--- src/rtl/energy_squelch_pkg.sv ---
// rtl/energy_squelch_pkg.sv - shared state encoding, default widths and saturating increment
package energy_squelch_pkg;

    localparam int ENERGY_W_DEF = 8;
    localparam int ATTACK_W_DEF = 8;
    localparam int HANG_W_DEF   = 16;
    localparam int EVENT_W_DEF  = 16;

    typedef enum logic [1:0] {
        ST_CLOSED = 2'd0,
        ST_ATTACK = 2'd1,
        ST_OPEN   = 2'd2,
        ST_HANG   = 2'd3
    } sq_state_t;

    // Works on a 64-bit carrier so one function serves every counter width up to 64
    function automatic logic [63:0] sat_inc(input logic [63:0] v, input int unsigned w);
        logic [63:0] mask;
        mask = (w >= 64) ? {64{1'b1}} : ((64'd1 << w) - 64'd1);
        return (v >= mask) ? mask : v + 64'd1;
    endfunction

endpackage

--- src/rtl/energy_squelch_if.sv ---
// rtl/energy_squelch_if.sv - energy input, configuration and squelch status bundle
interface energy_squelch_if #(
    parameter int ENERGY_W = 8,
    parameter int ATTACK_W = 8,
    parameter int HANG_W   = 16,
    parameter int EVENT_W  = 16
);
    logic [ENERGY_W-1:0] Energy;
    logic [ENERGY_W-1:0] OnThreshold;
    logic [ENERGY_W-1:0] OffThreshold;
    logic [ATTACK_W-1:0] AttackCount;
    logic [HANG_W-1:0]   HangCount;
    logic                Open;
    logic                OpenPulse;
    logic                ClosePulse;
    logic [ENERGY_W-1:0] Peak;
    logic [EVENT_W-1:0]  EventCount;

    modport slave (
        input  Energy, OnThreshold, OffThreshold, AttackCount, HangCount,
        output Open, OpenPulse, ClosePulse, Peak, EventCount
    );

    modport master (
        output Energy, OnThreshold, OffThreshold, AttackCount, HangCount,
        input  Open, OpenPulse, ClosePulse, Peak, EventCount
    );
endinterface

--- src/rtl/energy_squelch_sat_counter.sv ---
// rtl/energy_squelch_sat_counter.sv - up counter with clear and enable that sticks at all-ones
module energy_squelch_sat_counter
    import energy_squelch_pkg::*;
#(
    parameter int W = 8
) (
    input  logic         i_clk,
    input  logic         i_rst,
    input  logic         i_clr,
    input  logic         i_en,
    output logic [W-1:0] o_q
);
    logic [W-1:0] r_q;

    always_ff @(posedge i_clk) begin
        if (i_rst || i_clr) begin
            r_q <= '0;
        end else if (i_en) begin
            r_q <= W'(sat_inc(64'(r_q), W));
        end
    end

    assign o_q = r_q;
endmodule

--- src/rtl/energy_squelch.sv ---
// rtl/energy_squelch.sv - attack/hang hysteresis squelch on the 8-bit energy estimate
module energy_squelch
    import energy_squelch_pkg::*;
#(
    parameter int ENERGY_W = ENERGY_W_DEF,
    parameter int ATTACK_W = ATTACK_W_DEF,
    parameter int HANG_W   = HANG_W_DEF,
    parameter int EVENT_W  = EVENT_W_DEF
) (
    input  logic             Clk_780k,
    input  logic             Reset,
    energy_squelch_if.slave  sq
);
    sq_state_t           r_state;
    sq_state_t           w_state_nxt;
    logic                r_open;
    logic                r_open_pulse;
    logic                r_close_pulse;
    logic [ENERGY_W-1:0] r_peak;

    logic                w_on;
    logic                w_rel;
    logic                w_att_clr, w_att_en;
    logic                w_hang_clr, w_hang_en;
    logic                w_enter_open, w_enter_close;
    logic [ATTACK_W-1:0] w_att_q, w_att_inc, w_att_eff;
    logic [HANG_W-1:0]   w_hang_q, w_hang_inc;
    logic [EVENT_W-1:0]  w_event_q;

    assign w_on       = (sq.Energy >= sq.OnThreshold);
    assign w_rel      = (sq.Energy <  sq.OffThreshold);
    assign w_att_eff  = (sq.AttackCount == '0) ? ATTACK_W'(1) : sq.AttackCount;
    assign w_att_inc  = ATTACK_W'(sat_inc(64'(w_att_q), ATTACK_W));
    assign w_hang_inc = HANG_W'(sat_inc(64'(w_hang_q), HANG_W));

    always_ff @(posedge Clk_780k) begin
        if (Reset) begin
            r_state <= ST_CLOSED;
        end else begin
            r_state <= w_state_nxt;
        end
    end

    // CLOSED and ATTACK share the qualify path: the attack counter is zero while closed
    always_comb begin
        w_state_nxt   = r_state;
        w_att_clr     = 1'b0;
        w_att_en      = 1'b0;
        w_hang_clr    = 1'b0;
        w_hang_en     = 1'b0;
        w_enter_open  = 1'b0;
        w_enter_close = 1'b0;
        case (r_state)
            ST_CLOSED, ST_ATTACK: begin
                if (!w_on) begin
                    w_state_nxt = ST_CLOSED;
                    w_att_clr   = 1'b1;
                end else if (w_att_inc >= w_att_eff) begin
                    w_state_nxt  = ST_OPEN;
                    w_att_clr    = 1'b1;
                    w_enter_open = 1'b1;
                end else begin
                    w_state_nxt = ST_ATTACK;
                    w_att_en    = 1'b1;
                end
            end
            ST_OPEN: begin
                if (w_rel) begin
                    if (sq.HangCount == '0) begin
                        w_state_nxt   = ST_CLOSED;
                        w_hang_clr    = 1'b1;
                        w_enter_close = 1'b1;
                    end else begin
                        w_state_nxt = ST_HANG;
                        w_hang_en   = 1'b1;
                    end
                end
            end
            ST_HANG: begin
                if (!w_rel) begin
                    w_state_nxt = ST_OPEN;
                    w_hang_clr  = 1'b1;
                end else if (w_hang_inc >= sq.HangCount) begin
                    w_state_nxt   = ST_CLOSED;
                    w_hang_clr    = 1'b1;
                    w_enter_close = 1'b1;
                end else begin
                    w_hang_en = 1'b1;
                end
            end
            default: begin
                w_state_nxt = ST_CLOSED;
                w_att_clr   = 1'b1;
                w_hang_clr  = 1'b1;
            end
        endcase
    end

    always_ff @(posedge Clk_780k) begin
        if (Reset) begin
            r_open        <= 1'b0;
            r_open_pulse  <= 1'b0;
            r_close_pulse <= 1'b0;
            r_peak        <= '0;
        end else begin
            r_open        <= (w_state_nxt == ST_OPEN) || (w_state_nxt == ST_HANG);
            r_open_pulse  <= w_enter_open;
            r_close_pulse <= w_enter_close;
            if (w_enter_open) begin
                r_peak <= sq.Energy;
            end else if (((r_state == ST_OPEN) || (r_state == ST_HANG)) && (sq.Energy > r_peak)) begin
                r_peak <= sq.Energy;
            end
        end
    end

    energy_squelch_sat_counter #(.W(ATTACK_W)) u_attack_cnt (
        .i_clk (Clk_780k),
        .i_rst (Reset),
        .i_clr (w_att_clr),
        .i_en  (w_att_en),
        .o_q   (w_att_q)
    );

    energy_squelch_sat_counter #(.W(HANG_W)) u_hang_cnt (
        .i_clk (Clk_780k),
        .i_rst (Reset),
        .i_clr (w_hang_clr),
        .i_en  (w_hang_en),
        .o_q   (w_hang_q)
    );

    energy_squelch_sat_counter #(.W(EVENT_W)) u_event_cnt (
        .i_clk (Clk_780k),
        .i_rst (Reset),
        .i_clr (1'b0),
        .i_en  (w_enter_open),
        .o_q   (w_event_q)
    );

    assign sq.Open       = r_open;
    assign sq.OpenPulse  = r_open_pulse;
    assign sq.ClosePulse = r_close_pulse;
    assign sq.Peak       = r_peak;
    assign sq.EventCount = w_event_q;
endmodule

--- src/flat_wrapper.sv ---
// flat-port wrapper written by rule: the top's interface ports become plain ports
module energy_squelch_flat import energy_squelch_pkg::*;
#(
    parameter int ENERGY_W = ENERGY_W_DEF,
    parameter int ATTACK_W = ATTACK_W_DEF,
    parameter int HANG_W   = HANG_W_DEF,
    parameter int EVENT_W  = EVENT_W_DEF
)
  (Clk_780k, Reset, sq_Energy, sq_OnThreshold, sq_OffThreshold, sq_AttackCount, sq_HangCount, sq_Open, sq_OpenPulse, sq_ClosePulse, sq_Peak, sq_EventCount);
  energy_squelch_if #(.ENERGY_W(ENERGY_W), .ATTACK_W(ATTACK_W), .HANG_W(HANG_W), .EVENT_W(EVENT_W)) sq_i ();
  input  logic Clk_780k;
  input  logic Reset;
  input wire logic [$bits(sq_i.Energy)-1:0] sq_Energy;
  input wire logic [$bits(sq_i.OnThreshold)-1:0] sq_OnThreshold;
  input wire logic [$bits(sq_i.OffThreshold)-1:0] sq_OffThreshold;
  input wire logic [$bits(sq_i.AttackCount)-1:0] sq_AttackCount;
  input wire logic [$bits(sq_i.HangCount)-1:0] sq_HangCount;
  output wire logic [$bits(sq_i.Open)-1:0] sq_Open;
  output wire logic [$bits(sq_i.OpenPulse)-1:0] sq_OpenPulse;
  output wire logic [$bits(sq_i.ClosePulse)-1:0] sq_ClosePulse;
  output wire logic [$bits(sq_i.Peak)-1:0] sq_Peak;
  output wire logic [$bits(sq_i.EventCount)-1:0] sq_EventCount;
  assign sq_i.Energy = sq_Energy;
  assign sq_i.OnThreshold = sq_OnThreshold;
  assign sq_i.OffThreshold = sq_OffThreshold;
  assign sq_i.AttackCount = sq_AttackCount;
  assign sq_i.HangCount = sq_HangCount;
  assign sq_Open = sq_i.Open;
  assign sq_OpenPulse = sq_i.OpenPulse;
  assign sq_ClosePulse = sq_i.ClosePulse;
  assign sq_Peak = sq_i.Peak;
  assign sq_EventCount = sq_i.EventCount;
  energy_squelch #(.ENERGY_W(ENERGY_W), .ATTACK_W(ATTACK_W), .HANG_W(HANG_W), .EVENT_W(EVENT_W)) u_core (.Clk_780k(Clk_780k), .Reset(Reset), .sq(sq_i));
endmodule
--- config.mk ---
export PLATFORM = sky130hd
export DESIGN_NAME = energy_squelch_flat
export DESIGN_NICKNAME = d
export VERILOG_FILES = /design/src/rtl/energy_squelch_pkg.sv /design/src/rtl/energy_squelch_if.sv /design/src/rtl/energy_squelch_sat_counter.sv /design/src/rtl/energy_squelch.sv /design/src/flat_wrapper.sv
export SDC_FILE = /design/constraint.sdc
export NUM_CORES = 1
export LEC_CHECK = 0
export ABC_AREA = 1
export CAP_MARGIN = 10
export CORE_MARGIN = 5
export CORE_UTILIZATION = 54
export DETAILED_ROUTE_END_ITERATION = 8
export HOLD_SLACK_MARGIN = 0.12
export PLACE_DENSITY = 0.85
export SYNTH_ARGS = -nofsm -noshare
export SYNTH_HDL_FRONTEND = slang
export SYNTH_SLANG_ARGS = --single-unit
--- constraint.sdc ---
create_clock -name Clk_780k -period 3.9 [get_ports Clk_780k]
set_input_delay 0.78 -clock Clk_780k [delete_from_list [all_inputs] [get_ports Clk_780k]]
set_output_delay 0.78 -clock Clk_780k [all_outputs]
set_load 0.01 [all_outputs]
==> results.yml, run 1 <==
run_status:
  status: "finished clean"
pwr:
  p_per_area_mw_per_mm2: 282
  power_uw: 1490
  leakagePower_uw: 0.00259
  peakVddDrop_mv: 0.220
timing:
  skew_ns: 0.0110
  whs_ns: 0.498
  period_needed_ns: 3.32
  fin_tns_setup_ns: 0
  fin_crit_sh_pct: 85.2
  finalSetupViolations: 0
  max-slew-margin-rel_pct: 60.2
  worst_pin_slew_ns: 0.593
  hold_viol: 0
  max_freq_mhz: 301
  drv_slew: 0
  rsz0062_at_grt: "no"
worst_hold_path:
  worstHoldEndpoint: "u_core.u_attack_cnt.o_q[1]$_SDFFE_PP0P_"
  hp-class: "reg -> reg"
  holdPathStages: 2
  hp-start: "u_core.u_attack_cnt.o_q[1]$_SDFFE_PP0P_"
global_routing:
  antenna_found_initial: 0
  grt_pass1_wl_um: 17800
  grt_pass1_vias: 4187
  grt_overflow_total: 0
  grt_usage_pct: 21.0
  grt_max_degree: 27
yosys:
  synth_cell_type_count: 38
  postSynthCellCount: 680
  synth_warnings: 0
  ys.flop_type: "dfxtp_1"
  yosys.area_share.xor_xnor_pct: 2.43
  synth_edf_count: 0
  synth_mux_area_share_pct: 0
  synth-async-reset-ratio_pct: 0
  yosysMostFrequentCell: "nand2_1"
  syn_nets: 780
  synth_area_leaders: "dfxtp_1 25%, nand2_1 15%, ha_1 14%"
  synthAdderAreaFrac_pct: 14.4
  synth_common_cells: "171 x nand2_1, 107 x inv_1, 89 x nor2_1"
  synth_compound_area_share_pct: 10.2
  synth_area_mm2: 0.00433
  synth.top_cell.area_share_pct: 24.5
  synth_top_cell_by_area: "dfxtp_1"
  yosysSeqAreaShare_pct: 24.5
  synth_top_family_by_area: "simple AND/OR/NAND/NOR gates"
  synth_seq_cells: 53
  yosys.area_share.simple_pct: 36.9
  postSynthAreaPerCell_um2: 6.37
placed_design:
  post_dp_cell_area_mm2: 0.00517
  port_buffers: 76
  hpwl_um: 8500
  routabilityCongestion: 0.905
critical_path:
  cp_max_fo: 16
  critPathKind: "reg -> reg"
  cp-end-kind: "register"
  critPathLaunchType: "register"
  r2r-end: "u_core.u_hang_cnt.o_q[15]$_SDFFE_PP0P_"
  arrival_ns: 3.56
  ff2ff_path_depth: 17
  reg2reg_slack_ns: 0.58
  critPathRequiredTime_ns: 4.14
  reg2reg_from: "u_core.u_hang_cnt.o_q[0]$_SDFFE_PP0P_"
cts:
  clock_sinks: 53
  clock_path_buffers: 2
  clk_pin_slew_ns: 0.10
  cts_hold_buffers: 0
  ctsResizeCount: 0
  cts_root_buf: "clkbuf_8"
  ctsHtreeMaxLevel: 2
  clock_latency_ns: 0.31
  cts_tree: "done"
  post_cts_buffers: 0
  cts_made_buffers: 5
final_layout:
  drive_gt1_share_pct: 4.63
  fin_area_mm2: 0.00529
  antenna_cells: 0
  syn_to_final_growth_pct: 22.1
  fin_nets: 855
  nFillCells: 655
run:
  drv_cap: 0
floorplan:
  die_w_um: 99.6
  dieArea_mm2: 0.00991
  row_count: 32
  core-area_mm2: 0.00777
  initial_core_util_pct: 55.8
  ios: 77
  dieHeight_um: 99.6
detailed_routing:
  via_count: 4501
  dr.pass1.iters: 4
  ant_nets: 0
  drt_iter0_drc: 208
  drc: 0
  wl_per_cell_um: 12.2
  routed_wl_um: 10500
  avgViaCountPerCell: 5.25
flip-flops by register name, indices dropped and copies added, names as in the netlist:
signal / count
u_core.u_attack_cnt.o_q: 8
u_core.u_hang_cnt.o_q: 16
u_core.sq.Open: 1
u_core.sq.OpenPulse: 1
u_core.sq.Peak: 8
u_core.sq.ClosePulse: 1
u_core.r_state: 2
u_core.u_event_cnt.o_q: 16
critical path, cell delays in order (launching register included):
cell and delay (ns):
dfxtp_1 0.43, ha_1 0.22, nand3_1 0.12, nor2_1 0.11, nand2_1 0.13, nor3_4 0.21, nand2_1 0.15, clkinv_2 0.15
nor2_1 0.08, inv_1 0.06, ha_1 0.25, a21oi_1 0.13, o21ai_0 0.10, nor2_1 0.34, nand3_2 0.15, a21oi_4 0.42
nand2_1 0.11, nor2_1 0.11
through the flow:
step	instances	utilization (%)	setup slack, ns
3_5_place_dp	850	66.5	0.592
5_1_grt	858	68.1	0.198
2_1_floorplan	680	-	1.11
3_3_place_gp	850	66.5	0.696
4_1_cts	858	68.1	0.596
6_report	858	68.1	0.577
worst max-delay path by stage:
| stage | from | to | slack (ns) | depth (start not counted) |
|---|---|---|---|---|
| final | u_core.u_hang_cnt.o_q[0]$_SDFFE_PP0P_ | u_core.u_hang_cnt.o_q[15]$_SDFFE_PP0P_ | 0.58 | 17 |
| after detailed placement | sq_AttackCount[6] | u_core.u_event_cnt.o_q[10]$_SDFFE_PP0P_ | 0.59 | 14 |
| after global routing | u_core.u_hang_cnt.o_q[0]$_SDFFE_PP0P_ | u_core.u_hang_cnt.o_q[5]$_SDFFE_PP0P_ | 0.20 | 17 |
| after CTS | u_core.u_hang_cnt.o_q[0]$_SDFFE_PP0P_ | u_core.u_hang_cnt.o_q[15]$_SDFFE_PP0P_ | 0.60 | 17 |
| after global placement | sq_AttackCount[1] | u_core.u_event_cnt.o_q[15]$_SDFFE_PP0P_ | 0.70 | 14 |
| after floorplan | u_core.u_hang_cnt.o_q[0]$_SDFFE_PP0P_ | u_core.u_hang_cnt.o_q[6]$_SDFFE_PP0P_ | 1.11 | 20 |
power by group:
part / internal, uW / switching, uW / leakage (uW)
clock: 209 / 188 / 0.0000574
sequential: 585 / 37.4 / 0.000430
combinational: 208 / 261 / 0.00210
routing by layer:
layer  global-route usage, %  routed length (um)  vias to the layer above
met5                       0                   0                        -
met4                    6.30                 195                        0
met3                    2.66                 617                       16
met2                    38.7                5190                      155
met1                    25.3                4460                     2001
li1                        -                   -                     2329
cell usage in the layout, fill, tap and decap left out, types with 2 or more instances in the layout:
cell type | Yosys | layout
nand2_1 | 171 | 171
inv_1 | 107 | 107
nor2_1 | 89 | 89
clkdlybuf4s50_1 | 0 | 76
dfxtp_1 | 53 | 53
a21oi_1 | 52 | 52
nand3_1 | 51 | 51
ha_1 | 50 | 50
nor3_1 | 19 | 19
o21ai_0 | 11 | 11
nand4_1 | 10 | 10
xor2_1 | 8 | 8
clkbuf_8 | 0 | 6
or2_2 | 5 | 5
o21a_1 | 4 | 4
nand3_2 | 4 | 4
xnor2_1 | 4 | 4
buf_4 | 0 | 4
nor4_1 | 3 | 3
o21bai_1 | 3 | 3
nor2_2 | 3 | 3
inv_2 | 2 | 2
a21oi_4 | 2 | 2
o21ai_1 | 2 | 2
nand3b_1 | 2 | 2
logic make-up (layout without fill, tap and decap cells):
family / Yosys count / count (layout)
compound gates: 78 / 78
xor+xnor: 12 / 12
simple gates: 364 / 364
flops: 53 / 53
buf+inv: 123 / 199
fa+ha+maj: 50 / 50
area by class of cell:
class | instances | area (um2) | area share (%)
clock buffers | 6 | 82.6 | 1.56
flip-flops and latches | 53 | 1060 | 20.1
well taps | 102 | 128 | 2.41
repair buffers | 80 | 791 | 15.0
clock inverters | 2 | 37.5 | 0.710
inverters | 111 | 418 | 7.90
multi-input cells | 504 | 2770 | 52.4
Power figures use the tool's default switching activity.
==> run 2: changes to the inputs <==
--- a/config.mk
+++ b/config.mk
@@ -12,6 +12,7 @@
 export DETAILED_ROUTE_END_ITERATION = 8
 export HOLD_SLACK_MARGIN = 0.12
 export PLACE_DENSITY = 0.85
+export SLEW_MARGIN = 10
 export SYNTH_ARGS = -nofsm -noshare
 export SYNTH_HDL_FRONTEND = slang
 export SYNTH_SLANG_ARGS = --single-unit
==> results of run 2 <==
No change in the layout: final DEF, timing and power equal those of run 1.
